`src/rtl/simplerisc_pkg.sv`:
```
// Shared definitions for the SimpleRisc register file slice.
// Configuration macro used by the register file top: SIMPLERISC_RF_BYPASS_EN.
package simplerisc_pkg;

  localparam int REG_ADDR_W = 4;
  localparam int DATA_W     = 32;
  localparam int NUM_REGS   = 16;

  typedef logic [REG_ADDR_W-1:0] reg_addr_t;
  typedef logic [DATA_W-1:0]     word_t;

  // r15 doubles as the return-address register
  localparam reg_addr_t RA_INDEX = 4'd15;

endpackage

```
`src/rtl/simplerisc_reg_file_reg_array.sv`:
```
// Storage for the 16 architectural registers: synchronous reset, one write
// port and three asynchronous read ports (two operands plus the ra tap).
module reg_array
  import simplerisc_pkg::*;
(
  input  logic      clk,
  input  logic      rst,
  input  logic      we_i,
  input  reg_addr_t waddr_i,
  input  word_t     wdata_i,
  input  reg_addr_t raddr1_i,
  input  reg_addr_t raddr2_i,
  output word_t     rdata1_o,
  output word_t     rdata2_o,
  output word_t     ra_o
);

  word_t regs_q [NUM_REGS];

  // Clear every register on reset, otherwise commit the write-back on the edge
  always_ff @(posedge clk) begin
    if (rst) begin
      for (int i = 0; i < NUM_REGS; i++) begin
        regs_q[i] <= '0;
      end
    end else if (we_i) begin
      regs_q[waddr_i] <= wdata_i;
    end
  end

  assign rdata1_o = regs_q[raddr1_i];
  assign rdata2_o = regs_q[raddr2_i];
  assign ra_o     = regs_q[RA_INDEX];

endmodule

```
`src/rtl/simplerisc_reg_file.sv`:
```
// SimpleRisc architectural register file with a registered operand stage.
// Define SIMPLERISC_RF_BYPASS_EN to forward same-cycle write-back data into
// the operand reads; without it the array contents are returned as-is and the
// pipeline controller has to stall an extra cycle on the write-back hazard.
module simplerisc_reg_file
  import simplerisc_pkg::*;
(
  input  logic              clk,
  input  logic              rst,
  input  logic [3:0]        reg1,
  input  logic [DATA_W-1:0] writeData,
  input  logic              writeEnable,
  input  logic [3:0]        rs1_addr,
  input  logic [3:0]        rs2_addr,
  input  logic              rd_req,
  input  logic              stall,
  input  logic              flush,
  output logic [DATA_W-1:0] op1,
  output logic [DATA_W-1:0] op2,
  output logic              op_valid,
  output logic [DATA_W-1:0] ra_value
);

  word_t arrRs1;
  word_t arrRs2;
  word_t value1;
  word_t value2;

  word_t op1_q, op1_d;
  word_t op2_q, op2_d;
  logic  opValid_q, opValid_d;

  reg_array uArray (
    .clk      (clk),
    .rst      (rst),
    .we_i     (writeEnable),
    .waddr_i  (reg1),
    .wdata_i  (writeData),
    .raddr1_i (rs1_addr),
    .raddr2_i (rs2_addr),
    .rdata1_o (arrRs1),
    .rdata2_o (arrRs2),
    .ra_o     (ra_value)
  );

`ifdef SIMPLERISC_RF_BYPASS_EN
  // Forward the in-flight write-back value when it targets a source register
  always_comb begin
    value1 = arrRs1;
    value2 = arrRs2;
    if (writeEnable && (reg1 == rs1_addr)) value1 = writeData;
    if (writeEnable && (reg1 == rs2_addr)) value2 = writeData;
  end
`else
  // No forwarding: operands come straight from the array
  always_comb begin
    value1 = arrRs1;
    value2 = arrRs2;
  end
`endif

  // Operand stage next state: load when not stalled, flush always kills valid
  always_comb begin
    op1_d     = op1_q;
    op2_d     = op2_q;
    opValid_d = opValid_q;
    if (!stall) begin
      op1_d     = value1;
      op2_d     = value2;
      opValid_d = rd_req;
    end
    if (flush) begin
      opValid_d = 1'b0;
    end
  end

  // Operand stage registers; reset drops any held operand
  always_ff @(posedge clk) begin
    if (rst) begin
      op1_q     <= '0;
      op2_q     <= '0;
      opValid_q <= 1'b0;
    end else begin
      op1_q     <= op1_d;
      op2_q     <= op2_d;
      opValid_q <= opValid_d;
    end
  end

  assign op1      = op1_q;
  assign op2      = op2_q;
  assign op_valid = opValid_q;

endmodule

```
`config.mk`:
```
export PLATFORM = sky130hd
export DESIGN_NAME = simplerisc_reg_file
export DESIGN_NICKNAME = d
export VERILOG_FILES = /design/src/rtl/simplerisc_pkg.sv /design/src/rtl/simplerisc_reg_file_reg_array.sv /design/src/rtl/simplerisc_reg_file.sv
export SDC_FILE = /design/constraint.sdc
export NUM_CORES = 1
export LEC_CHECK = 0
export CORE_MARGIN = 5
export CORE_UTILIZATION = 65
export CTS_BUF_LIST = sky130_fd_sc_hd__clkbuf_2 sky130_fd_sc_hd__clkbuf_4 sky130_fd_sc_hd__clkbuf_8
export CTS_CLUSTER_SIZE = 16
export DETAILED_ROUTE_END_ITERATION = 10
export GPL_TIMING_DRIVEN = 0
export HOLD_SLACK_MARGIN = 0.05
export PLACE_DENSITY = 0.84
export SYNTH_ARGS = -nofsm -noshare
export SYNTH_HDL_FRONTEND = slang
export SYNTH_HIERARCHICAL = 1
export SYNTH_SLANG_ARGS = --single-unit
```
`constraint.sdc`:
```
create_clock -name clk -period 6.05 [get_ports clk]
set_input_delay 1.5125 -clock clk [delete_from_list [all_inputs] [get_ports clk]]
set_output_delay 1.5125 -clock clk [all_outputs]
set_load 0.01 [all_outputs]
```
==> flow_summary.toml, run 1 <==
[status]
status = "completed"

[setup_path]
arrival_ns = 4.53
crit_type = "in2reg"
ff2ff_path_depth = 5
ff2ff_setup_slack_ns = 4.29
critPathBufInv = 2
critPathSlowestCell = "or2_2"
cp_max_fo = 32
cp_top_family = "simple AND/OR/NAND/NOR gates"
cp.required_ns = 6.31
rr_endpoint = "op2[0]$_SDFFE_PP0N_"
r2r_start = "uArray/regs_q[0][0]$_SDFFCE_PN0P_"
crit_chain = "clkdlybuf4s50_1, clkbuf_1, nand4b_1, nor3_1, or2_2"
startpoint = "rst"
endpoint_kind = "flip-flop"
cp-start-kind = "input pin"
cpPeakStageDelay_ns = 1.17

[placement]
place_ws_ns = 1.28
gp_congestion = 0.937
dp_hpwl_mm = 56.3
portBuffers = 141

[finish]
multiInputGateArea_sq_um = 11400
syn2layout_area_growth_pct = 14.2
final_common_cell = "edfxtp_1"
fillers = 2640
nets = 2181
drive_gt1_share_pct = 22.2
regArea_sq_um = 16700
layout_common_cells = "edfxtp_1, and2_1, mux4_2, clkdlybuf4s50_1, a22oi_1"

[yosys]
synth_cell_types = 25
syn-mean-instance-area_sq_um = 15.2
syn-instance-count = 1896
synth_top_area_cell = "edfxtp_1"
syn_nets = 1946
netlist_area_sq_um = 28900
synth.area.top_cells = "edfxtp_1, mux4_2, and2_1"
ys_seq_elements = 577
yosysWarnings = 6
synth-seq-area-share_pct = 57.7
synth_top_area_share_pct = 53.2

[timing]
fin_ws_ns = 1.78
slew_headroom_pct = 6.64
setup_total_negative_slack_ns = 0
period_share_pct = 70.6
max_freq_mhz = 234
hold_viol = 0
worst_pin_slew_ns = 1.40
fin_crit_ns = 4.27
rsz0062_at_grt = "no"
final-setup-viol-count = 0
drv_slew = 0
final.setup_skew_ns = 0.0478

[global_routing]
grt_max_degree = 33
grtUsageMet3_pct = 11.3
grt_pass1_vias = 20096
grt.busiest_layer = "met2"
antenna_found_initial = 0
grt.overflow.total = 0
grtUsageTotal_pct = 35.0
gr-usage-met1_pct = 45.3
gr-usage-met2_pct = 55.2
grt_pass1_wl_mm = 126

[hold_path]
hp-class = "reg2reg"
hold_start = "op2[16]$_SDFFE_PP0N_"
min_path_cells = 2
hold_end = "op2[16]$_SDFFE_PP0N_"

[route]
viasPerCell = 6.90
first_pass_iters = 6
drtIter0Drc = 3101
antenna_left = 0
routed_wl_mm = 85.8
drc = 0
routed-via-count = 19325
wl_per_cell_um = 30.6

[die]
row_count = 77
die_h_um = 221
core-area_sq_um = 44100
ios = 147
die-area_sq_um = 48800
die_w_um = 221
start_util_pct = 65.5

[clock_tree]
cts_tree = "built"
cts_hold_buf = 0
cts_resized = 0
clk_path_buf_depth = 3
root_buffer = "clkbuf_8"
post_cts_buffers = 0
clkTransAtPathRegs_ns = 0.06
clock_latency_ns = 0.69
cts_max_level = 3
cts_buffers = 92
cts_sinks = 577

[power]
p_leak_nw = 11.7
power_density_nw_per_um2 = 284
max-vdd-ir-drop_mv = 0.209

[flow_run]
maxCapViolCount = 0
sequential cells by signal (all words and copies together), names as in the netlist:
signal         cells
uArray/regs_q    512
op2               32
op1               32
op_valid           1
area by class of cell:
class / instances / area share, %
clock buffer: 139 / 5.15
sequential: 577 / 50.5
tap: 592 / 2.24
multi-input combinational: 1137 / 34.5
clock inverter: 32 / 0.773
antenna: 1 / 0.00758
timing repair buffer: 141 / 4.28
buffer: 182 / 2.53
synth_stat cells:
library cell,n
edfxtp_1,512
nor2_1,75
clkbuf_1,121
nand4b_1,1
nor3_4,1
mux4_2,256
buf_2,30
nand4bb_1,2
mux2i_1,65
or4b_4,1
nand2b_1,2
dfxtp_1,65
buf_12,5
nand2_1,65
buf_6,1
a22oi_1,128
or2_2,16
nor3_1,4
buf_1,13
and2_2,12
buf_4,4
nor2_4,3
and2_1,502
clkbuf_2,8
nor2b_1,4
metal layers:
metal / up-vias / wire (um) / part of all wire, %
li1: 7717 / - / -
met3: 346 / 12700 / 15
met4: 0 / 4350 / 5.1
met2: 1721 / 40600 / 47
met5: - / 0 / 0
met1: 9541 / 28100 / 33
stage by stage:
step	hold WS, ns	utilization (%)	power [mW]	cells	instance area [sq um]
final	0.491	74.8	9.37	2801	33000
after global routing	0.522	74.8	9.66	2800	33000
after CTS	0.499	74.8	9.37	2800	33000
after detailed placement	0.483	70.4	5.88	2629	31000
after global placement	0.475	70.4	5.83	2629	31000
after floorplan	0.535	-	5.41	1896	28900
kinds of logic after synthesis:
group	synth area share [%]
AND/OR/NAND/NOR	13.9
flip-flops	57.7
multiplexers	22.2
buffers and inverters	2.89
AO/OA/AOI/OAI	3.33
worst reg2reg max path, delay by kind of cell, from the launching register on:
family,cells,cell delay [ns]
and+or+nand+nor,2,0.24
AOI/OAI and AO/OA,1,0.37
DFF,1,0.41
muxes,2,0.62
where the power goes:
part	total (mW)	switching (mW)	leakage [nW]	internal [mW]
Clock	3.53	1.57	1.02	1.97
Combinational	1.13	0.611	5.21	0.517
Sequential	4.71	0.129	5.42	4.58
worst max path at each step:
stage,to,cells after the start
3_3_place_gp,uArray/regs_q[12][15]$_SDFFCE_PN0P_,5
6_report,uArray/regs_q[12][27]$_SDFFCE_PN0P_,5
2_1_floorplan,uArray/regs_q[0][0]$_SDFFCE_PN0P_,3
4_1_cts,uArray/regs_q[12][23]$_SDFFCE_PN0P_,5
3_5_place_dp,uArray/regs_q[12][13]$_SDFFCE_PN0P_,5
5_1_grt,uArray/regs_q[12][23]$_SDFFCE_PN0P_,5
No activity file was read; power rests on OpenSTA's default activity.
==> run 2: changes to the inputs <==
CORE_UTILIZATION = 63   (was 65)
PLACE_DENSITY = 0.82   (was 0.84)
clock period = 4.09 ns   (was 6.05 ns; I/O delays follow)
==> flow_summary.toml, run 2 (same netlist as run 1, synthesis figures left out) <==
[die]
die_h_um = 224
ios = 147
core-area_sq_um = 45400
start_util_pct = 63.7
die_w_um = 224
die-area_sq_um = 50200
row_count = 78

[timing]
fin_crit_ns = 4.10
hold_slack_ns = 0.494
final.setup_skew_ns = 0.0197
hold_viol = 0
fin_ws_ns = -0.00788
worst_pin_slew_ns = 1.37
max_freq_mhz = 244
drv_slew = 0
setup_total_negative_slack_ns = -0.0575
slew_headroom_pct = 7.66
period_share_pct = 100
final-setup-viol-count = 19
rsz0062_at_grt = "no"

[global_routing]
grtUsageTotal_pct = 34.3
grt_pass1_wl_mm = 125
grt_max_degree = 33
grt.overflow.total = 0
grt_pass1_vias = 19749
antenna_found_initial = 1

[status]
status = "complete, but fails checks"
violations = "setup timing"

[setup_path]
crit_type = "in2reg"
crit_chain = "clkdlybuf4s50_1, clkbuf_1, nand4bb_1, nor3_1, or2_2"
cp_max_fo = 32
cp-start-kind = "input pin"
critPathSlowestCell = "or2_2"
critPathBufInv = 2
endpoint_kind = "flip-flop"
cp_top_family = "simple AND/OR/NAND/NOR gates"
arrival_ns = 4.37
path_depth = 5
cpPeakStageDelay_ns = 1.11
cp.required_ns = 4.36
ff2ff_path_depth = 5

[clock_tree]
post_cts_buffers = 0
clk_path_buf_depth = 3
cts_hold_buf = 0
cts_tree = "built"
root_buffer = "clkbuf_8"
cts_buffers = 92
cts_resized = 0
cts_sinks = 577
clock_latency_ns = 0.67
clkTransAtPathRegs_ns = 0.06
cts_max_level = 3

[hold_path]
min_path_cells = 2
hp-class = "reg2reg"

[route]
drtIter0Drc = 2864
routed_wl_mm = 86.1
viasPerCell = 6.87
antenna_left = 0
wl_per_cell_um = 30.7
routed-via-count = 19269
drc = 0
first_pass_iters = 7

[flow_run]
maxCapViolCount = 0

[power]
max-vdd-ir-drop_mv = 0.342
power_density_nw_per_um2 = 420
power_mw = 13.9
p_leak_nw = 11.7

[finish]
fillers = 2823
utilization_pct = 72.7
largest_register_ffs = 512
stdcell_area_sq_um = 33000
top_register = "uArray/regs_q"
layout_common_cells = "edfxtp_1, and2_1, mux4_2, clkdlybuf4s50_1, a22oi_1"
final_common_cell = "edfxtp_1"
finalNonFillerCells = 2806
drive_gt1_share_pct = 22.0
syn2layout_area_growth_pct = 14.2
nets = 2181

[placement]
place_inst = 2637
dp_hpwl_mm = 56.2
gp_congestion = 0.960
portBuffers = 141
placed_area_sq_um = 31100
place_ws_ns = -0.329
run 2: routing by layer:
layer	wire length (um)	global-route usage, %	vias up	share of wire, %
met3	12800	12.9	310	15
met1	28600	43.4	9579	33
met5	13	0	-	0.015
met2	40300	53.2	1661	47
li1	-	-	7717	-
met4	4400	16.3	2	5.1
run 2: worst paths after layout:
| path | startpoint | to | slack (ns) |
|---|---|---|---|
| min reg2reg | op1[21]$_SDFFE_PP0N_ | op1[21]$_SDFFE_PP0N_ | 0.49 |
| max | rst | uArray/regs_q[8][9]$_SDFFCE_PN0P_ | -0.008 |
| min | op1[21]$_SDFFE_PP0N_ | op1[21]$_SDFFE_PP0N_ | 0.49 |
| max reg2reg | uArray/regs_q[15][31]$_SDFFCE_PN0P_ | op1[31]$_SDFFE_PP0N_ | 2.33 |
run 2: worst min-delay path: stages, from the launching register on:
cell,delay [ns]
dfxtp_1,0.32
mux2i_1,0.07
nor2_1,0.07
run 2: area by class of cell:
type | count | area [sq um] | area share (%)
flip-flops and latches | 577 | 16700 | 50.5
clock inverters | 32 | 262 | 0.792
well taps | 600 | 751 | 2.27
plain buffers | 182 | 835 | 2.53
repair buffers | 141 | 1410 | 4.28
diodes | 1 | 2.50 | 0.00758
multi-input cells | 1137 | 11400 | 34.5
clock buffers | 136 | 1690 | 5.12
run 2: where the power goes:
group / total, mW / switching, mW / internal [mW]
clock network: 5.22 / 2.27 / 2.95
registers: 6.96 / 0.188 / 6.77
logic: 1.67 / 0.905 / 0.764
==> run 3: changes to the inputs <==
CORE_UTILIZATION = 40   (was 63)
PLACE_DENSITY = 0.56   (was 0.82)
==> flow_summary.toml, run 3 (same netlist as run 1, synthesis figures left out) <==
[timing]
rsz0062_at_grt = "no"
fin_ws_ns = 0.0223
final-setup-viol-count = 0
hold_viol = 0
period_share_pct = 99.5
hold_slack_ns = 0.494
worst_pin_slew_ns = 1.40
max_freq_mhz = 246
final.setup_skew_ns = 0.0358
slew_headroom_pct = 6.46
fin_crit_ns = 4.07
drv_slew = 0

[setup_path]
critPathBufInv = 2
r2r_start = "uArray/regs_q[15][31]$_SDFFCE_PN0P_"
crit_path_end = "uArray/regs_q[8][11]$_SDFFCE_PN0P_"
arrival_ns = 4.36
crit_type = "in2reg"
cp.required_ns = 4.38
path_depth = 5
endpoint_kind = "flip-flop"
ff2ff_setup_slack_ns = 2.26
startpoint = "rst"
rr_endpoint = "op2[31]$_SDFFE_PP0N_"
critPathSlowestCell = "or2_2"
cp_top_family = "simple AND/OR/NAND/NOR gates"
ff2ff_path_depth = 5
crit_chain = "clkdlybuf4s50_1, clkbuf_1, nand4bb_1, nor3_1, or2_2"
cpPeakStageDelay_ns = 1.12
cp_max_fo = 32
cp-start-kind = "input pin"

[global_routing]
grt.overflow.total = 0
grt_pass1_vias = 19306
grt_pass1_wl_mm = 137
grtUsageTotal_pct = 24.2
grt_max_degree = 33
antenna_found_initial = 5

[power]
p_int_mw = 10.6
p_leak_nw = 11.7
power_mw = 14.1
power_density_nw_per_um2 = 421
p_sw_share_pct = 25.3
power.share.clock_pct = 38.7
combPwrFrac_pct = 12.1
max-vdd-ir-drop_mv = 0.254
switchingPower_mw = 3.58
seq_power_share_pct = 49.2

[finish]
fillers = 6363
final_common_cell = "edfxtp_1"
top_register = "uArray/regs_q"
syn2layout_area_growth_pct = 16.2
utilization_pct = 46.9
drive_gt1_share_pct = 23.0
layout_common_cells = "edfxtp_1, and2_1, mux4_2, clkdlybuf4s50_1, a22oi_1"
largest_register_ffs = 512
nets = 2189

[flow_run]
maxCapViolCount = 0

[status]
status = "completed"

[clock_tree]
clkTransAtPathRegs_ns = 0.06
post_cts_buffers = 0
root_buffer = "clkbuf_8"
cts_sinks = 577
clock_latency_ns = 0.71
cts_buffers = 100
cts_hold_buf = 0
cts_tree = "built"
cts_max_level = 3
cts_resized = 0
clk_path_buf_depth = 3

[route]
routed_wl_mm = 96.1
first_pass_iters = 5
drtIter0Drc = 1951
antenna_left = 0
drc = 0
viasPerCell = 5.82
wl_per_cell_um = 30.3
routed-via-count = 18486

[placement]
portBuffers = 141
dp_hpwl_mm = 62.9
place_ws_ns = -0.467
gp_congestion = 0.814

[die]
die-area_sq_um = 77700
row_count = 98
core-area_sq_um = 71600
die_w_um = 279
start_util_pct = 40.4
ios = 147
die_h_um = 279

[hold_path]
hp-class = "reg2reg"
## run 3: changes by cell type in the layout (fill, tap and decap cells not counted), sizes merged
cell,before,now
clkbuf,265,284
bufinv,5,1
clkinv,27,23
clkinvlp,0,4
inv,0,2
diode,1,2
## run 3: stage by stage
stage | cell area, sq um | std cells | setup TNS [ns]
after floorplan | 28900 | 1896 | 0
after global placement | 31500 | 2987 | -40.64
after detailed placement | 31500 | 2987 | -48.88
after CTS | 33600 | 3172 | 0
after global routing | 33600 | 3173 | 0
final | 33600 | 3174 | 0
## run 3: power by group through the flow
stage | clock network (mW) | logic, mW | registers, mW
2_1_floorplan | 0 | 0.976 | 7.03
3_3_place_gp | 0 | 1.70 | 7.04
3_5_place_dp | 0 | 1.70 | 7.07
4_1_cts | 5.57 | 1.71 | 6.95
5_1_grt | 5.86 | 1.80 | 6.99
6_report | 5.48 | 1.71 | 6.95
## run 3: layer usage
layer / share of wire [%] / routed length [um] / track usage (%) / vias up
met1: 41 / 39600 / 33.3 / 9727
met5: 0 / 0 / 0 / -
met2: 48 / 45700 / 39.4 / 887
met4: 2.7 / 2560 / 7.09 / 0
met3: 8.4 / 8120 / 5.16 / 137
li1: - / - / - / 7735
## run 3: worst reg2reg max path, delay by kind of cell, from the launching register on
family / cells / cell delay [ns]
compound gates: 1 / 0.36
flops: 1 / 0.46
mux: 2 / 0.66
simple gates: 2 / 0.24
## run 3: final cells by class
| cell class | instances | area, sq um | area share, % |
|---|---|---|---|
| Sequential cell | 577 | 16700 | 49.7 |
| Clock buffer | 155 | 1900 | 5.66 |
| Clock inverter | 30 | 180 | 0.536 |
| Tap cell | 950 | 1190 | 3.54 |
| Buffer | 182 | 835 | 2.49 |
| Multi-Input combinational cell | 1137 | 11400 | 33.9 |
| Antenna cell | 2 | 5.00 | 0.0149 |
| Timing Repair Buffer | 141 | 1410 | 4.20 |
## run 3: worst min-delay path by stage
stage,start,end,slack (ns),cells after the start
3_3_place_gp,op2[26]$_SDFFE_PP0N_,op2[26]$_SDFFE_PP0N_,0.48,2
3_5_place_dp,op1[21]$_SDFFE_PP0N_,op1[21]$_SDFFE_PP0N_,0.48,2
4_1_cts,op1[21]$_SDFFE_PP0N_,op1[21]$_SDFFE_PP0N_,0.50,2
2_1_floorplan,op1[0]$_SDFFE_PP0N_,op1[0]$_SDFFE_PP0N_,0.54,2
5_1_grt,op1[29]$_SDFFE_PP0N_,op1[29]$_SDFFE_PP0N_,0.53,2
6_report,op1[21]$_SDFFE_PP0N_,op1[21]$_SDFFE_PP0N_,0.49,2
